[config.mk]
export PLATFORM = sky130hd
export DESIGN_NAME = icache_refill
export DESIGN_NICKNAME = d
export VERILOG_FILES = /design/src/rtl/icache_refill.sv
export SDC_FILE = /design/constraint.sdc
export NUM_CORES = 1
export LEC_CHECK = 0
export BUFFER_PORTS_ARGS = -buffer_cell sky130_fd_sc_hd__buf_2
export CORE_MARGIN = 2
export CORE_UTILIZATION = 45
export DETAILED_ROUTE_END_ITERATION = 6
export GPL_TIMING_DRIVEN = 0
export PLACE_DENSITY = 0.72
export SYNTH_ARGS = -nofsm -noshare
export SYNTH_HDL_FRONTEND = slang
export SYNTH_SLANG_ARGS = --single-unit
[constraint.sdc]
create_clock -name clkIn -period 6.1 [get_ports clkIn]
set_input_delay 0.305 -clock clkIn [delete_from_list [all_inputs] [get_ports clkIn]]
set_output_delay 0.305 -clock clkIn [all_outputs]
set_load 0.01 [all_outputs]
[src/rtl/icache_refill.sv]
// Instruction-cache refill engine: on a miss, reads one line from the byte-wide
// RAM port as sequential byte reads and hands the assembled line to the cache.
module icache_refill #(
    parameter int BLOCK_WIDTH = 4,
    parameter int BLOCK_SIZE  = 2**BLOCK_WIDTH
) (
    input  logic                        clkIn,
    input  logic                        resetIn,
    input  logic                        missIn,
    input  logic [31:0]                 missAddrIn,
    output logic                        memReqOut,
    input  logic                        memGrantIn,
    output logic [31:0]                 memAddrOut,
    input  logic [7:0]                  memByteIn,
    output logic                        memDataValid,
    output logic [31:BLOCK_WIDTH]       memAddr,
    output logic [BLOCK_SIZE*8-1:0]     memDataIn
);

    typedef enum logic [1:0] {IDLE, WAIT_GRANT, READ, DONE} state_t;

    state_t                     state_q;
    logic [BLOCK_WIDTH:0]       cnt_q;
    logic [31:BLOCK_WIDTH]      base_q;
    logic [BLOCK_SIZE*8-1:0]    line_q;
    logic                       req_q;
    logic                       valid_q;

    logic [BLOCK_WIDTH-1:0]     lane;
    logic [BLOCK_WIDTH-1:0]     offs;
    logic                       cnt_last;
    logic                       unused_addr_bits;

    assign unused_addr_bits = ^missAddrIn[BLOCK_WIDTH-1:0];

    // cnt reaches BLOCK_SIZE exactly once; its top bit marks the final capture,
    // where the address stays parked on the last byte instead of wrapping.
    assign cnt_last = cnt_q[BLOCK_WIDTH];

    always_comb begin
        lane       = cnt_q[BLOCK_WIDTH-1:0] - 1'b1;
        offs       = cnt_last ? '1 : cnt_q[BLOCK_WIDTH-1:0];
        memAddrOut = '0;
        if (state_q == READ)
            memAddrOut = {base_q, offs};
    end

    always_ff @(posedge clkIn) begin
        if (resetIn) begin
            state_q <= IDLE;
            cnt_q   <= '0;
            base_q  <= '0;
            line_q  <= '0;
            req_q   <= 1'b0;
            valid_q <= 1'b0;
        end else begin
            case (state_q)
                IDLE: begin
                    valid_q <= 1'b0;
                    if (missIn) begin
                        base_q  <= missAddrIn[31:BLOCK_WIDTH];
                        req_q   <= 1'b1;
                        state_q <= WAIT_GRANT;
                    end
                end
                WAIT_GRANT: begin
                    if (memGrantIn) begin
                        cnt_q   <= '0;
                        state_q <= READ;
                    end
                end
                READ: begin
                    // RAM data lags the address by one cycle, so lane cnt-1 lands now.
                    if (cnt_q != '0)
                        line_q[{lane, 3'b000} +: 8] <= memByteIn;
                    cnt_q <= cnt_q + 1'b1;
                    if (cnt_last) begin
                        req_q   <= 1'b0;
                        valid_q <= 1'b1;
                        state_q <= DONE;
                    end
                end
                DONE: begin
                    valid_q <= 1'b0;
                    state_q <= IDLE;
                end
                default: state_q <= IDLE;
            endcase
        end
    end

    assign memReqOut    = req_q;
    assign memDataValid = valid_q;
    assign memAddr      = base_q;
    assign memDataIn    = line_q;

endmodule

[Word-level counts from Yosys, hierarchy flattened]
Index checks and enable logic that the tools add are counted.
Storage, ports and cells
  flip-flop bits (word level): 165
  logic and storage cells: 43
Cells by class
  $add $sub $neg: 3
  eq/ne operators: 6
  shift operators: 2
  mux-type cells: 14
  reductions and logical operators: 12
Operators with widths (count)
  128-bit bitwise mux: 1
  8-bit by 9-bit variable shift with 128-bit output, first input constant: 1
  8-bit by 9-bit variable part select with 128-bit output: 1
  32-bit 2-to-1 mux: 1
  5-bit case mux with 2 select lines: 1
  7-bit negation with 9-bit output: 1
  2-bit case mux with 4 select lines: 1
  2-bit AND reduction: 4
  2-bit 2-to-1 mux: 3
  2-bit inequality test, second input constant: 3
  3-bit AND reduction: 2
  2-bit nonzero test: 3
  5-bit by 1-bit adder with 5-bit output, second input constant: 1
  5-bit 2-to-1 mux: 1
  5-bit nonzero test: 1
  2-bit == test, second input constant: 2
  4-bit 2-to-1 mux: 1
  1-bit case mux with 2 select lines: 2
  4-bit by 1-bit subtractor with 4-bit output, second input constant: 1
  1-bit 2-to-1 mux: 3
  2-bit by 1-bit == test with 1-bit output, second input constant: 1
  2-bit logical NOT: 1
  2-bit OR reduction: 1

[Longest topological paths before layout]
Gate-level depths: netlist (run 1).
  depth in word-level cells: 4
  depth in mapped cells: 11

[Worst setup path after synthesis (run 1)]
OpenSTA, ideal clock, no wires.
  path kind: register -> register
  start point: register cnt_q[0]
  end point: register line_q[16], in the netlist memDataIn[16]
  data arrival time: 2.591 ns
  data required time: 5.976 ns
  path slack: 3.385 ns
  stages on the path, launching flop included: 11
  path buffers: 3
  period minus slack after synthesis: 2.715 ns
  path through: dfxtp_1 > buf_2 > inv_1 > ha_1 > buf_2 > and2_1 > a211oi_2 > nor2_2 > or3_1 > buf_2 > mux2i_1
On the way
  cells in the longest elaborated chain, start to end: 4
  elaborated cells on any way between the ends: 7
  those cells by class: add/sub: 2; shift: 2; mux: 1; reduce/logical: 2
RTL lines
  start, declared: line 23  | logic [BLOCK_WIDTH:0] cnt_q;
  start signal, assigned: line 76  | cnt_q <= cnt_q + 1'b1;
  4-bit by 1-bit subtractor with 4-bit output: line 41  | lane = cnt_q[BLOCK_WIDTH-1:0] - 1'b1;
  7-bit negation with 9-bit output: line 75  | line_q[{lane, 3'b000} +: 8] <= memByteIn;
  8-bit by 9-bit variable part select with 128-bit output or 8-bit by 9-bit variable shift with 128-bit output (tied branches): line 75
  128-bit bitwise mux: line 75
  end signal, assigned by index: line 75
  end, declared: line 25  | logic [BLOCK_SIZE*8-1:0] line_q;
Parallel ways exist; a longest one is shown, timed or not.
A chain may end at the register's enable or synchronous reset.

[Worst setup path in the final report (run 1)]
  start point: register cnt_q[0]
  end point: register line_q[9], in the netlist memDataIn[9]
The elaborated chain is that of the path after synthesis.

==> flow_summary.yaml, run 1 <==
status:
  outcome: "completed"
timing:
  rsz0062_at_grt: "false"
  max_freq_mhz: 299.2
  relSlewSlack_pct: 34.80
  worst_slack_ns: 2.758
  setup_viol: 0
  period_minus_slack_ns: 3.342
  slew_violations: 0
  worstMarginPinSlew_ns: 0.9715
  fin_skew_ns: 0.01027
  hold_violations: 0
  finalCritPeriodShare_pct: 54.79
  setup_tns_ns: 0
floorplan:
  ios: 234
  initial_utilization_pct: 45.84
  die_x_microns: 130.8
  rows: 46
  die-height_microns: 130.8
  dieArea_sq_mm: 0.01710
  coreArea_sq_mm: 0.01577
setup_path:
  critPathSlowestCell: "nor3b_1"
  cp_max_fo: 10
  slowest_delay_ns: 0.75
  r2r_cells: 10
  crit_family: "simple AND/OR/NAND/NOR gates"
  cp.buffers_inverters: 4
  r2r-start: "cnt_q[0]"
  required_ns: 6.46
  cp.arrival_ns: 3.70
  cp-end-kind: "register"
  crit_type: "reg -> reg"
  rrSetupSlack_ns: 2.76
  r2r_end: "memDataIn[9]"
  path_cells: "buf_2 -> inv_1 -> ha_1 -> buf_2 -> xor3_1 -> clkbuf_1 -> nor3b_1 -> and2_1 -> mux2i_1 -> nor2_1"
  start_kind: "register"
  crit_top_cell: "buf_2"
power_and_ir_drop:
  vdd_drop_max_uv: 208.5
  sw_frac_of_total_pct: 33.74
  p_seq_share_pct: 41.3
  leakage_nw: 4.535
  switchingPower_mw: 0.9498
  clockPowerShare_pct: 36.5
  p_int_mw: 1.865
  comb_power_share_pct: 22.2
  p_per_area_mw_per_mm2: 305.7
detailed_routing:
  dr.pass1.iters: 6
  drt_wl_total_mm: 20.19
  drc: 0
  routedWlPerCell_microns: 16.34
  via_per_inst: 4.981
  drt_iter0_markers: 336
  detail-route-antenna-nets: 0
  vias: 6152
logic_synthesis:
  yosysTopAreaCellShare_pct: 45.69
  post_synth_xor_area_fraction_pct: 0.5711
  ys_seq_area_share_pct: 45.69
  ys_warn_count: 0
  syn_inst: 758
  synth.area.mux_share_pct: 17.03
  ys_top_cells_by_area: "dfxtp_1 (46%), mux2i_1 (17%), nand2b_1 (8.4%)"
  synth_top_family_by_area: "simple AND/OR/NAND/NOR gates"
  syn_area_per_cell_sq_um: 9.538
  synth_compound_area_share_pct: 5.763
  ys_types: 50
  synth-simple-area-share_pct: 25.82
  synth_fa_ha_area_share_pct: 1.731
  synth_seq_cells: 165
  yosysTopAreaCell: "dfxtp_1"
  synth_nets: 812
  syn_area_sq_mm: 0.007229
clocking:
  cts_resized: 0
  clk_pin_slew_ns: 0.07
  clock-sinks: 165
  cts_tree: "yes"
  htreeDepth: 4
  holdBufCountCts: 0
  root_buffer: "clkbuf_16"
  clock_latency_ns: 0.43
  clock_path_buffers: 2
  numCtsBuffers: 17
  cts_setup_buffers: 0
global_route:
  grt_pass1_wl_mm: 30.95
  antenna_found_initial: 0
  overflow: 0
  grtUsageTotal_pct: 23.66
  grt_pass1_vias: 5720
  grt_max_degree: 18
min_path:
  min_to: "memAddr[8]"
  hp-class: "in -> reg"
  holdPathStages: 3
  min_from: "missAddrIn[8]"
place:
  dpl_worst_slack_ns: 2.840
  place.gp.congestion: 0.8612
  io_buffers: 229
  dp.final_hpwl_mm: 14.59
run:
  drv_cap: 0
cells_and_area:
  n_antenna_cell: 0
  syn2layout_area_growth_pct: 27.38
  drive_gt1_share_pct: 28.16
  layout.nets: 1060
synth_stat cells, drive strengths merged:
master,n
o2111a,2
nor3b,4
a211oi,3
and2,43
or4,1
dfxtp,165
nor2b,7
nand2,90
xor2,1
nand4b,9
nand4,2
xnor2,1
o311a,1
xor3,1
ha,10
a32oi,1
nand3,18
o21ai,7
a21oi,40
nand2b,97
or3,1
nor3,6
nor4bb,1
clkbuf,32
inv,8
nor4b,1
o211ai,2
nand3b,1
a22oi,3
or2,2
or4b,1
nor2,45
mux2i,123
and3,4
o21a,6
buf,17
nor4,1
a31o,1
cell type report:
type                       instances  area [sq um]
inverter                           8         30.03
timing repair buffer             229          1146
clock buffer                      18         429.2
sequential                       165          3303
buffer                            49         215.2
fill                            1482          6561
tap                              216         270.3
multi-input combinational        536          3681
clock inverter                    14         133.9
kinds of logic after synthesis:
kind of cell | Yosys count
flip-flops | 165
AO/OA/AOI/OAI | 66
multiplexers | 123
buffers and inverters | 57
XOR/XNOR | 3
adder cells (fa/ha/maj) | 10
AND/OR/NAND/NOR | 334
registers in the layout, summed over array words and instances (netlist names):
register and cells:
state_q 2, memDataValid 1, memReqOut 1, cnt_q 5, memAddr 28, memDataIn 128
power by group through the flow:
stage	sequential (mW)	clock (mW)	combinational, mW
floorplan	1.20	0	0.413
global placement	1.18	0	0.615
detailed placement	1.19	0	0.624
CTS	1.16	1.04	0.627
global route	1.17	1.09	0.689
finish	1.16	1.03	0.626
layer usage:
layer	track usage, %	wire [microns]	vias up
li1	-	-	3032
met1	30.34	8974	2932
met5	0	0	-
met2	38.24	9596	156
met3	6.515	1154	32
met4	8.886	461	0
how the worst max path moves through the flow:
| stage | depth (start not counted) | from | endpoint |
|---|---|---|---|
| after floorplan | 10 | cnt_q[0] | memDataIn[16] |
| after global placement | 10 | cnt_q[0] | memDataIn[11] |
| after detailed placement | 10 | cnt_q[0] | memDataIn[10] |
| after CTS | 10 | cnt_q[0] | memDataIn[9] |
| after global routing | 10 | cnt_q[0] | memDataIn[74] |
| final | 10 | cnt_q[0] | memDataIn[9] |
metrics by stage:
step                      total power [mW]  hold slack (ns)  area (sq um)  util (%)  std cells
after detailed placement             1.811           0.4562          8646     54.82       1203
after CTS                            2.833          0.09728          9209     58.39       1235
after global placement               1.799           0.4509          8646     54.82       1203
after floorplan                      1.608           0.4410          7229         -        758
final                                2.815           0.1068          9209     58.39       1235
after global routing                 2.947           0.1003          9209     58.39       1235
worst min-delay path, delay by kind of cell:
kind / cells / cell delay, ns
buffers and inverters: 1 / 0.09
AO/OA/AOI/OAI: 1 / 0.05
AND/OR/NAND/NOR: 1 / 0.04
cells in the final DEF (no fill, tap or decap), drive strengths merged, types with 18 or more instances in the layout:
| master | instances |
|---|---|
| nand3 | 18 |
| dfxtp | 165 |
| nand2b | 97 |
| mux2i | 123 |
| clkbuf | 50 |
| a21oi | 40 |
| nand2 | 90 |
| and2 | 43 |
| buf | 246 |
| nor2 | 45 |
Power figures use the tool's default switching activity.
==> inputs of run 2 (changes only) <==
PLACE_DENSITY = 0.75   (was 0.72)
clock period = 2.75 ns   (was 6.1 ns; I/O delays follow)
==> run 2 against run 1 <==
- first-iteration DRC count rose by 31%
- non-clock buffer count rose by 37
- total power rose by 140%
- via count rose by 4.9%
- utilization rose by 3.6 points
- cell area rose by 6.2%
- clock power rose by 140%
==> flow_summary.yaml, run 2 (synthesized netlist as in run 1, its figures left out) <==
setup_path:
  critPathSlowestCell: "or3_1"
  crit_type: "reg -> reg"
  start_kind: "register"
  r2r-start: "cnt_q[0]"
  r2r_cells: 10
  crit_cells: 10
  slowest_delay_ns: 0.36
  required_ns: 3.06
  r2r_end: "memDataIn[16]"
  cp.buffers_inverters: 4
  cp_max_fo: 10
  path_cells: "buf_6 -> clkinvlp_4 -> ha_1 -> clkbuf_4 -> and2_4 -> a211oi_4 -> nor2_4 -> or3_1 -> buf_4 -> mux2i_1"
  rrSetupSlack_ns: 0.13
  crit_family: "simple AND/OR/NAND/NOR gates"
  cp-end-kind: "register"
  cp.arrival_ns: 2.93
floorplan:
  ios: 234
  die-height_microns: 130.8
  die_x_microns: 130.8
  rows: 46
  dieArea_sq_mm: 0.01710
  initial_utilization_pct: 45.84
  coreArea_sq_mm: 0.01577
power_and_ir_drop:
  vdd_drop_max_uv: 468.2
  clockPowerShare_pct: 37.3
  p_int_mw: 4.587
  p_per_area_mw_per_mm2: 684.8
  sw_frac_of_total_pct: 31.51
  leakage_nw: 4.792
  comb_power_share_pct: 24.3
  switchingPower_mw: 2.110
  p_seq_share_pct: 38.5
min_path:
  holdPathStages: 3
  min_from: "memByteIn[3]"
  min_to: "memDataIn[3]"
  hp-class: "in -> reg"
timing:
  hold_ws_ns: 0.07618
  worstMarginPinSlew_ns: 0.9223
  period_minus_slack_ns: 2.621
  setup_viol: 0
  rsz0062_at_grt: "true"
  worst_slack_ns: 0.1286
  fin_skew_ns: 0.01333
  finalCritPeriodShare_pct: 95.32
  relSlewSlack_pct: 38.04
  max_freq_mhz: 381.5
  slew_violations: 0
  setup_tns_ns: 0
  hold_violations: 0
global_route:
  antenna_found_initial: 0
  grt_pass1_vias: 6042
  grtUsageTotal_pct: 24.66
  grt_max_degree: 17
  overflow: 0
  grt_pass1_wl_mm: 32.46
cells_and_area:
  final_cell_mix: "buf_2 (232), dfxtp_1 (163), mux2i_1 (122)"
  seqCellArea_sq_mm: 0.003308
  n_antenna_cell: 0
  largest_reg_flops: 128
  layout.nets: 1097
  drive_gt1_share_pct: 29.57
  syn2layout_area_growth_pct: 35.27
  multi_input_area_sq_mm: 0.003774
  n_fill_cell: 1335
  layout_commonest_cell: "buf_2"
detailed_routing:
  drc: 0
  drt_wl_total_mm: 21.30
  routedWlPerCell_microns: 16.76
  dr.pass1.iters: 4
  vias: 6452
  via_per_inst: 5.076
  drt_iter0_markers: 441
  detail-route-antenna-nets: 0
place:
  io_buffers: 229
  dpl_worst_slack_ns: -0.5068
  place.gp.congestion: 0.8670
  dp.final_hpwl_mm: 14.78
clocking:
  numCtsBuffers: 17
  htreeDepth: 4
  clk_pin_slew_ns: 0.07
  root_buffer: "clkbuf_16"
  clock_latency_ns: 0.44
  clock-sinks: 165
  clock_path_buffers: 2
  cts_tree: "yes"
run:
  drv_cap: 0
status:
  outcome: "completed"
==> run 2: cell types whose count changed in the layout (fill, tap and decap cells not counted), moves of 4 or more <==
cell	before	now
buf_2	239	232
dlygate4sd3_1	0	28
clkbuf_1	33	29
buf_4	1	11
==> run 2: stage by stage <==
stage | power [mW] | cell area [sq um] | std cells | util (%)
after floorplan | 3.567 | 7229 | 758 | -
after global placement | 3.981 | 8646 | 1203 | 54.82
after detailed placement | 4.013 | 8646 | 1203 | 54.82
after CTS | 6.607 | 9674 | 1268 | 61.35
after global routing | 6.959 | 9779 | 1271 | 62.01
final | 6.697 | 9779 | 1271 | 62.01
==> run 2: worst max-delay path by stage <==
stage / start / to
finish: cnt_q[0] / memDataIn[16]
global route: cnt_q[0] / memDataIn[83]
CTS: cnt_q[0] / memDataIn[16]
detailed placement: cnt_q[0] / memDataIn[15]
global placement: cnt_q[0] / memDataIn[10]
floorplan: cnt_q[0] / memDataIn[16]
==> run 2: layer usage <==
metal / up-vias / global-route usage, % / routed length [microns]
li1: 3110 / - / -
met1: 3090 / 32.48 / 9348
met2: 204 / 38.39 / 10040
met3: 48 / 7.573 / 1373
met4: 0 / 8.886 / 535
met5: - / 0 / 0
==> run 2: layout make-up <==
type | instances | share of cell area [%]
flip-flops and latches | 165 | 33.83
clock inverters | 10 | 1.471
well taps | 216 | 2.764
plain buffers | 49 | 2.661
clock buffers | 21 | 4.811
multi-input cells | 536 | 38.59
inverters | 8 | 0.3454
repair buffers | 266 | 15.53
==> run 2: timing repair <==
item                       CTS  global route
setup endpoints to repair  128           112
hold buffers                28             0
gates cloned                 0             0
setup buffers                6             3
hold endpoints to repair    28             0
gates resized for setup     17            25
pin swaps                    4             4
==> run 2: power groups by stage <==
stage / Sequential (mW) / Combinational (mW) / Clock (mW)
floorplan: 2.65 / 0.915 / 0
global placement: 2.63 / 1.35 / 0
detailed placement: 2.63 / 1.38 / 0
CTS: 2.58 / 1.51 / 2.51
global route: 2.59 / 1.77 / 2.61
finish: 2.58 / 1.62 / 2.50
==> run 2: tightest hold or removal path: stages <==
cell	delay (ns)
buf_2	0.17
nand3_1	0.09
a21oi_1	0.06
==> inputs of run 3 (changes only) <==
ABC_AREA = 1   (was unset)
GPL_TIMING_DRIVEN = unset   (was 0)
==> run 3 against run 2 <==
- utilization decreased by 2.2 points
- final cell count rose by 20%
- sequential power up 3%
- combinational power increased by 12%
- clock skew down 0.0029 ns
- via count increased by 11%
- clock-buffer cell count is 3 higher
- worst setup slack improved by 0.12 ns
- maximum frequency up 4.8%
- wire length shrank 3.8%
- non-clock buffer count is 39 lower
- synthesized cell count up 38%
- largest cell class is now sequential cells
==> flow_summary.yaml, run 3 <==
power_and_ir_drop:
  vdd_drop_max_uv: 454.9
  p_per_area_mw_per_mm2: 711.4
  leakage_nw: 5.052
global_route:
  grt_max_degree: 74
  grt_pass1_wl_mm: 31.31
  grtUsageTotal_pct: 23.57
  antenna_found_initial: 0
  overflow: 0
  grt_pass1_vias: 6296
timing:
  max_freq_mhz: 399.7
  setup_viol: 0
  rsz0062_at_grt: "false"
  setup_tns_ns: 0
  worstMarginPinSlew_ns: 0.7062
  relSlewSlack_pct: 52.87
  slew_violations: 0
  period_minus_slack_ns: 2.502
  hold_violations: 0
  finalCritPeriodShare_pct: 90.98
  worst_slack_ns: 0.2482
  fin_skew_ns: 0.01045
cells_and_area:
  layout_commonest_cell: "nor2_1"
  layout.nets: 1348
  n_fill_cell: 1508
  largest_reg_flops: 128
  final_cell_mix: "nor2_1 (301), buf_2 (229), dfxtp_1 (165)"
  multi_input_area_sq_mm: 0.003208
  drive_gt1_share_pct: 23.57
  n_antenna_cell: 0
  syn2layout_area_growth_pct: 30.49
  seqCellArea_sq_mm: 0.003303
logic_synthesis:
  post_synth_xor_area_fraction_pct: 0.1211
  synth_compound_area_share_pct: 10.82
  yosysMostFrequentCell: "nor2_1"
  synth.area.mux_share_pct: 0
  synth_seq_cells: 165
  ys_top_cells_by_area: "dfxtp_1 (46%), nor2_1 (16%), nand2_1 (8.5%)"
  syn_area_sq_mm: 0.007231
  syn_area_per_cell_sq_um: 6.933
  ys_seq_area_share_pct: 45.68
  synth_nets: 1097
  syn_inst: 1043
  synth.top_cells.by_count: "nor2_1 (301), dfxtp_1 (165), nand2_1 (164)"
  ys_types: 32
  synth-edff-count: 0
  synth-simple-area-share_pct: 31.58
  synth_fa_ha_area_share_pct: 1.730
  synth_top_family_by_area: "simple AND/OR/NAND/NOR gates"
  async_flop_share_pct: 0
  ys_warn_count: 0
  yosysTopAreaCellShare_pct: 45.68
  synth_ff_type: "dfxtp_1"
  yosysTopAreaCell: "dfxtp_1"
setup_path:
  cp.arrival_ns: 2.87
  r2r_cells: 13
  start_kind: "register"
  cp-end-kind: "register"
  required_ns: 3.11
  crit_type: "reg -> reg"
  cp_max_fo: 25
  rrSetupSlack_ns: 0.25
  r2r-start: "cnt_q[1]"
  r2r_end: "memDataIn[106]"
clocking:
  cts_setup_buffers: 0
  clk_pin_slew_ns: 0.06
  htreeDepth: 4
  numCtsBuffers: 17
  clock-sinks: 165
  cts_tree: "yes"
  root_buffer: "clkbuf_16"
  clock_path_buffers: 2
  clock_latency_ns: 0.43
detailed_routing:
  drt_wl_total_mm: 20.48
  detail-route-antenna-nets: 0
  routedWlPerCell_microns: 13.45
  dr.pass1.iters: 5
  vias: 7193
  drt_iter0_markers: 440
  via_per_inst: 4.723
  drc: 0
floorplan:
  dieArea_sq_mm: 0.01710
  die_x_microns: 130.8
  rows: 46
  die-height_microns: 130.8
  ios: 234
  initial_utilization_pct: 45.85
  coreArea_sq_mm: 0.01577
min_path:
  holdPathStages: 2
  hp-class: "in -> reg"
  min_from: "resetIn"
  min_to: "memDataIn[72]"
place:
  io_buffers: 229
  dpl_worst_slack_ns: 0.1452
  dp.final_hpwl_mm: 14.06
  place.gp.congestion: 0.8836
status:
  outcome: "completed"
run:
  drv_cap: 0
run 3: kinds of logic (layout without fill, tap and decap cells):
group,after synthesis,count (layout)
AO/OA/AOI/OAI,149,149
XOR/XNOR,1,1
adder cells (fa/ha/maj),10,10
buffers and inverters,175,439
flip-flops,165,165
AND/OR/NAND/NOR,543,543
run 3: how the worst max path moves through the flow:
stage | startpoint | cells past startpoint | end
final | cnt_q[1] | 13 | memDataIn[106]
after global routing | cnt_q[1] | 13 | memDataIn[110]
after CTS | cnt_q[1] | 13 | memDataIn[106]
after detailed placement | cnt_q[1] | 12 | memDataIn[109]
after global placement | cnt_q[1] | 12 | memDataIn[105]
after floorplan | cnt_q[0] | 13 | memDataIn[48]
run 3: timing repair:
item / CTS / global route
endpoints found under the setup margin: 0 / 8
endpoints found under the hold margin: 43 / 0
gates resized for setup: 0 / 1
hold buffers: 36 / 0
run 3: per-layer routing:
| metal | part of all wire, % | vias to the layer above | GRT usage [%] |
|---|---|---|---|
| met1 | 44 | 3193 | 29.34 |
| met2 | 47 | 243 | 39.03 |
| met4 | 3.1 | 0 | 11.20 |
| met3 | 5.9 | 46 | 5.090 |
| met5 | 0 | - | 0 |
| li1 | - | 3711 | - |
run 3: final cells by class:
cell class,instances,area share [%]
Inverter,131,5.251
Clock buffer,24,5.105
Tap cell,216,2.864
Clock inverter,8,0.7957
Timing Repair Buffer,276,16.97
Multi-Input combinational cell,703,34.00
Sequential cell,165,35.01
run 3: through the flow:
step	util (%)	hold slack (ns)	cell area [sq um]	cells	total power [mW]
finish	59.83	0.07410	9435	1523	6.712
floorplan	-	0.2160	7231	1043	3.939
global placement	53.96	0.3842	8509	1455	4.419
CTS	59.77	0.05596	9427	1523	6.730
global route	59.83	0.06897	9435	1523	7.077
detailed placement	53.96	0.3946	8509	1455	4.444
run 3: power breakdown:
part / switching, mW / total (mW) / internal (mW) / leakage (nW)
Clock: 0.942 / 2.26 / 1.31 / 0.274
Sequential: 0.105 / 2.65 / 2.54 / 1.34
Combinational: 1.26 / 1.81 / 0.545 / 3.44
Total: 2.31 / 6.71 / 4.40 / 5.05
run 3: critical path, cell delays in order, from the launching register on:
cell     delay (ns)
dfxtp_1        0.44
inv_1          0.14
ha_1           0.39
nand2_1        0.07
inv_1          0.12
nand2_2        0.09
inv_2          0.07
nand2_2        0.09
nand2_4        0.17
buf_4          0.33
nand4_4        0.26
nand2_1        0.14
nand2_1        0.05
nor2_1         0.08
